## config.mk

```make
export PLATFORM = sky130hd
export DESIGN_NAME = core_sequencer
export DESIGN_NICKNAME = d
export VERILOG_FILES = /design/src/rtl/core_pkg.sv /design/src/rtl/core_sequencer.sv
export SDC_FILE = /design/constraint.sdc
export NUM_CORES = 1
export LEC_CHECK = 0
export CAP_MARGIN = 20
export CELL_PAD_IN_SITES_DETAIL_PLACEMENT = 0
export CELL_PAD_IN_SITES_GLOBAL_PLACEMENT = 1
export CORE_MARGIN = 2
export CORE_UTILIZATION = 35
export DETAILED_ROUTE_END_ITERATION = 16
export GPL_TIMING_DRIVEN = 1
export PLACE_DENSITY = 0.8
export SETUP_SLACK_MARGIN = 0.3
export SYNTH_ARGS = -nofsm -noshare
export SYNTH_HDL_FRONTEND = slang
export SYNTH_SLANG_ARGS = --single-unit
```

## constraint.sdc

```tcl
create_clock -name clk -period 3.4 [get_ports clk]
set_input_delay 0.51 -clock clk [delete_from_list [all_inputs] [get_ports clk]]
set_output_delay 0.51 -clock clk [all_outputs]
set_load 0.005 [all_outputs]
```

## src/rtl/core_pkg.sv

```systemverilog
// Shared sequencer state encoding for the sequencer, decoder and datapath.
package core_pkg;

   localparam logic [2:0] FETCH  = 3'd0;
   localparam logic [2:0] DECODE = 3'd1;
   localparam logic [2:0] EXEC   = 3'd2;
   localparam logic [2:0] MEM    = 3'd3;
   localparam logic [2:0] WRITE  = 3'd4;

   typedef enum logic [2:0] {
      ST_FETCH  = FETCH,
      ST_DECODE = DECODE,
      ST_EXEC   = EXEC,
      ST_MEM    = MEM,
      ST_WRITE  = WRITE
   } state_t;

endpackage

```

## src/rtl/core_sequencer.sv

```systemverilog
// Multi-cycle instruction sequencer with handshake stalls and retire counter.
//
// state  | meaning
// FETCH  | request instruction word; wait for run && imem_ready
// DECODE | one cycle for the decoder to settle
// EXEC   | FPU / UART-in / UART-out / ALU sub-operation, stalls on handshake
// MEM    | hold dmem_req until dmem_ready
// WRITE  | commit results, bump retired count
module core_sequencer
   import core_pkg::*;
#(
   parameter int CNT_W = 32
) (
   input  logic             clk,
   input  logic             rst,
   input  logic             run,
   input  logic             imem_ready,
   input  logic             dmem_ready,
   input  logic             fpu_done,
   input  logic             rx_valid,
   input  logic             tx_ready,
   input  logic             mem_read,
   input  logic             mem_write,
   input  logic             use_fpu,
   input  logic             data_in,
   input  logic             data_out,
   output logic [2:0]       state,
   output logic             imem_req,
   output logic             instr_we,
   output logic             fpu_start,
   output logic             dmem_req,
   output logic             rx_pop,
   output logic             tx_push,
   output logic             commit,
   output logic [CNT_W-1:0] retired
);

   state_t state_q;
   logic   fpu_busy;
   logic   exec_done;
   logic   live;

   // EXEC completion condition, FPU first, then UART in, then UART out.
   // fpu_done only counts once fpu_busy is set, so it is ignored in the start cycle.
   always_comb begin
      exec_done = 1'b1;
      if (use_fpu)       exec_done = fpu_busy && fpu_done;
      else if (data_in)  exec_done = rx_valid;
      else if (data_out) exec_done = tx_ready;
   end

   // Main sequencer FSM plus FPU-busy tracking.
   always_ff @(posedge clk or posedge rst) begin
      if (rst) begin
         state_q  <= ST_FETCH;
         fpu_busy <= 1'b0;
      end else begin
         case (state_q)
            ST_FETCH:  if (run && imem_ready) state_q <= ST_DECODE;
            ST_DECODE: state_q <= ST_EXEC;
            ST_EXEC: begin
               if (use_fpu && !fpu_busy)      fpu_busy <= 1'b1;
               else if (fpu_busy && fpu_done) fpu_busy <= 1'b0;
               if (exec_done) state_q <= (mem_read || mem_write) ? ST_MEM : ST_WRITE;
            end
            ST_MEM:    if (dmem_ready) state_q <= ST_WRITE;
            ST_WRITE:  state_q <= ST_FETCH;
            default:   state_q <= ST_FETCH;
         endcase
      end
   end

   // Retired-instruction counter, wraps naturally at 2^CNT_W.
   always_ff @(posedge clk or posedge rst) begin
      if (rst)                      retired <= '0;
      else if (state_q == ST_WRITE) retired <= retired + CNT_W'(1);
   end

   // Strobes are forced low while reset is asserted so requests drop at once.
   assign live      = ~rst;
   assign state     = state_q;
   assign imem_req  = live && (state_q == ST_FETCH) && run;
   assign instr_we  = live && (state_q == ST_FETCH) && run && imem_ready;
   assign fpu_start = live && (state_q == ST_EXEC) && use_fpu && !fpu_busy;
   assign rx_pop    = live && (state_q == ST_EXEC) && !use_fpu && data_in && rx_valid;
   assign tx_push   = live && (state_q == ST_EXEC) && !use_fpu && !data_in && data_out && tx_ready;
   assign dmem_req  = live && (state_q == ST_MEM);
   assign commit    = live && (state_q == ST_WRITE);

endmodule

```

==> Word level (Yosys, flattened, before mapping) <==
Cells that the tools add are included.
W data, S select, Z words.
{ "word_totals": {"reg_bits": 36, "latchBits": 0, "mem_bits_rw": 0, "rom_bits": 0, "elab_cells": 47, "n_memories": 0} }
{ "op_classes": {"n_addsub": 1, "mul": 0, "n_div": 0, "magnitude_cmp": 0, "n_eq_ne": 7, "shifts": 0, "mux": 10, "bitwise": 1, "n_reduce_logical": 25} }
{ "ops": {"columns": ["operator", "n"], "rows": [
  ["$add A32 B1 Y32 const B", 1],
  ["$logic_and A1 B1 Y1", 17],
  ["$mux W3", 4],
  ["$pmux W3 S4", 1],
  ["$eq A3 B2 Y1 const B", 2],
  ["$ne A2 B2 Y1 const B", 3],
  ["$mux W1", 5],
  ["$eq A3 B1 Y1 const B", 1],
  ["$eq A3 B3 Y1 const B", 1],
  ["$logic_not A1 Y1", 3],
  ["$logic_not A3 Y1", 1],
  ["$reduce_and A3 Y1", 1],
  ["$reduce_and A2 Y1", 1],
  ["$reduce_bool A2 Y1", 1],
  ["$logic_or A1 B1 Y1", 1],
  ["$not A1 Y1", 1]
]} }

==> Longest topological paths before layout <==
{ "depth": {"word_depth": 6, "ltp_mapped": 6, "mapped_depth_nobuf": 4} }

==> Worst setup path after synthesis <==
Ideal clock, no wire load.
{ "synth_timing": {"kind": "input -> output", "startpoint": "in rst", "endpoint": "out tx_push", "arrival_time_ns": 1.790, "slack_ns": 1.100, "path_stages": 4, "n_path_buf": 0, "cell_sequence": "inv_1 -> nand2_1 -> nor2_1 -> and4b_1"} }
{ "synth_via": {"elab_chain_cells": 6} }
{ "synth_rtl": {"columns": ["item", "line", "rtl"], "rows": [
  ["start: declaration", "core_sequencer.sv:15", "input logic rst,"],
  ["$not A1 Y1", "core_sequencer.sv:80", "assign live = ~rst;"],
  ["$logic_and A1 B1 Y1 (5 in series)", "core_sequencer.sv:86", "assign tx_push = live && (state_q == ST_EXEC) && !use_fpu && !data_in && data_out && tx_ready;"],
  ["end: declaration", "core_sequencer.sv:33", "output logic tx_push,"]
]} }
No other way between the ends.

==> Worst setup path in the final report <==
{ "layout_timing": {"startpoint": "reg state_q[1] (netlist: state[1])", "endpoint": "out tx_push"} }
{ "layout_via": {"elab_chain_cells": 6} }
{ "layout_rtl": {"columns": ["item", "line", "rtl"], "rows": [
  ["start: declaration", "core_sequencer.sv:38", "state_t state_q;"],
  ["start signal: assignment", "core_sequencer.sv:64", "if (exec_done) state_q <= (mem_read || mem_write) ? ST_MEM : ST_WRITE;"],
  ["$eq A3 B2 Y1", "core_sequencer.sv:86", null],
  ["$logic_and A1 B1 Y1 (5 in series)", "core_sequencer.sv:86", null]
]} }
No other way between the ends.

==> metrics.md <==
| Metric | Value |
|---|---|
| Critical path fanouts, max | `10` |
| Syn_area_per_cell | `10.6 sq um` |
| RSZ-0062 raised after global routing | `false` |
| Postcts setup bufs | `0` |
| Post-synthesis sequential area ratio | `49.3%` |
| Crit-path max cell delay | `520 ps` |
| Final nets | `244` |
| Multi-input combinational cell area | `867 sq um` |
| Worst-Margin Slew | `between 600 and 700 ps` |
| Die Width | `76.2 um` |
| Setup WS post-layout | `713 ps` |
| Kind of cell adding the most delay to the critical path | `simple AND/OR/NAND/NOR gates` |
| Clk slew on worst S/H paths | `70 ps` |
| Fin Setup TNS | `0 ps` |
| Total Wirelength | `3.92 mm` |
| Min cycle time layout | `2690 ps` |
| I/O Pins | `55` |
| # clock sinks | `36` |
| Worst Path Buf+Inv | `1` |
| Syn. warnings | `0` |
| Slew HR | `a little under 60%` |
| GRT Resource Usage Total | `14.5%` |
| Initial antenna violation count | `0` |
| Final setup viols | `0` |
| Initial Util | `36.0%` |
| Maximum clock path buffer count | `2` |
| Global-route wire length before repair | `6.87 mm` |
| Post-Syn Instances | `around 170` |
| Largest net degree at the start of global routing | `30` |
| Mapped Nets | `187` |
| 1st-iter DRT viols | `69` |
| Number of buffers created by CTS | `5` |
| Global route overflow | `0` |
| Drt drc | `0` |
| Capturing element type of the critical path | `output port` |
| Placed wire-length estimate | `2.74 mm` |
| Hold buffer count at cts | `0` |
| Power Dens Cells | `between 400 and 500 nW/um^2` |
| CP cell instances | `nor3b_1 > nand2_1 > nor2_1 > and4b_1 > clkdlybuf4s50_1` |
| Status | `complete, no violations` |
| ANT nets after route | `0` |
| LEAKAGE | `1.11 nW` |
| Period utilization | `79.0%` |
| Clk root buf | `clkbuf_8` |
| Post-CTS sizing | `0` |
| Final instance area | `2510 sq um` |
| Critical path's slowest cell | `dfrtp_1` |
| CP Data Arrival Time | `around 2200 ps` |
| Distinct cells, synth | `34` |
| Die area | `~5800 sq um` |
| CTS H-tree depth | `2` |
| Startpoint types | `register` |
| Drt wl/cell | `13.1 um` |
| Final Power | `1.05 mW` |
| CTS tree | `built` |
| Core Area | `5070 sq um` |
| Fill cell count | `502` |
| Post-place instance area | `2440 sq um` |
| Die height | `76.2 um` |
| Via density | `4.90` |
| Clock Skew | `3.92 ps` |
| Area delta synth->final | `37.7%` |
| Max_cap viols | `0` |
| Yosys reg bits | `36` |
| Vias post-DR | `1,470` |
| Setup Slack @ Placement | `about 700 ps` |
| Mapped Area | `1830 sq um` |
| Slew Viols, Final | `0` |
| Antenna Cells | `0` |
| Peak supply drop | `0.000231 V` |
| Rows | `26` |
| Worst Hold Class | `register to register` |
| Critical path type | `register to output port` |
| Seq. cell area | `901 sq um` |
| Pre-antenna DRT Iters | `4` |
| CP required | `2890 ps` |
| Layout cells sized above 1 | `7.83%` |
| Clk_lat worst skew | `280 ps` |
| Non-filler instance count after layout | `300` |
| Final estimated routing congestion in global placement | `0.707` |
| IO buf count | `54` |
| Final Hold Viols | `0` |
| Fmax | `about 370 MHz` |
| Vias in the first global route | `1,484` |
| Placed cell count | `293` |
[metal layers]
layer | up-vias | GRT usage [%] | share of wire [%]
met1 | 695 | 18.1 | 46
met4 | 0 | 4.00 | 1.0
met3 | 4 | 6.04 | 7.6
li1 | 724 | - | -
met2 | 47 | 23.3 | 45
met5 | - | 0 | 0
[synthesized netlist by cell type]
library cell  count  share of area [%]
nor3_1           14                3.8
and4b_1           1               0.55
ha_1              1               0.68
or4_4             1               0.62
or3_1             1               0.34
nor4bb_1          1               0.55
nor4b_1           2               0.96
inv_1             7                1.4
a31oi_1           2               0.68
o21a_1            1               0.41
and3_1            3                1.0
mux2_2            1               0.62
nor4_2            4                2.7
a21oi_1           4                1.1
and4_1            2               0.96
nand2_1          16                3.3
nor4_1            5                1.7
nand4_4           1                1.2
nor4_4            1                1.2
dfrtp_1          36                 49
nor2b_1           1               0.34
xnor2_1           9                4.3
or3b_2            1               0.48
nor3b_1           3                1.2
buf_6             1               0.62
nor2_1            7                1.4
clkbuf_1          3               0.62
nand4_1           7                2.4
nor3b_2           1               0.68
and2_1            2               0.68
o311ai_0          1               0.48
buf_2             2               0.55
xor2_1           22                 11
nand3_1           9                2.5
[logic make-up (layout without fill, tap and decap cells)]
family,Yosys count,count (layout),share of synthesized area [%]
AO/OA/AOI/OAI,8,8,2.67
XOR/XNOR,31,31,14.9
adder cells (fa/ha/maj),1,1,0.685
buffers and inverters,13,70,3.22
flip-flops,36,36,49.3
multiplexers,1,1,0.616
AND/OR/NAND/NOR,83,83,28.6
[sequential cells by signal, summed over array words and instances (netlist names)]
signal / flops
state: 3
fpu_busy: 1
retired: 32
[layout by cell type (no fill, tap or decap), drive strengths merged]
master / instances
nand2: 16
a21oi: 4
nor4: 10
clkbuf: 6
xnor2: 9
xor2: 22
a31oi: 2
clkdlybuf4s50: 54
nor2: 7
nand3: 9
o21a: 1
and4b: 1
clkinv: 1
or3b: 1
ha: 1
mux2: 1
nor4bb: 1
buf: 2
nor2b: 1
nand4: 8
inv: 7
o311ai: 1
nor3b: 4
and2: 2
or3: 1
nor3: 14
nor4b: 2
and3: 3
or4: 1
and4: 2
dfrtp: 36
[worst paths after layout]
path | from | end | slack [ps] | cells after the start
worst min register to register | retired[31] | retired[31] | 460 | 1
min in group asynchronous | rst | fpu_busy | 530 | 2
max in group asynchronous | rst | retired[29] | 2170 | 3
worst max-delay path | state[1] | tx_push | 710 | 5
worst min-delay path | retired[31] | retired[31] | 460 | 1
worst max register to register | retired[3] | retired[29] | 1080 | 4
[through the flow]
step           hold slack, ps  utilization [%]
3_5_place_dp              457             48.0
5_1_grt                   495             49.6
3_3_place_gp              455             48.0
2_1_floorplan             465                -
6_report                  464             49.6
4_1_cts                   470             49.6
[layout make-up]
type                            count  share of cell area, %
Sequential cell                    36                   35.8
Timing Repair Buffer               56                   22.1
Clock buffer                        6                   2.89
Clock inverter                      1                  0.199
Multi-Input combinational cell    124                   34.5
Inverter                            7                   1.04
Tap cell                           70                   3.48
[where the power goes]
part | switching (mW) | leakage (nW) | internal, mW
combinational | 0.0924 | 0.580 | 0.144
clock | 0.141 | 0.0410 | 0.139
sequential | 0.0661 | 0.493 | 0.465
(Power assumes the default switching activity.)
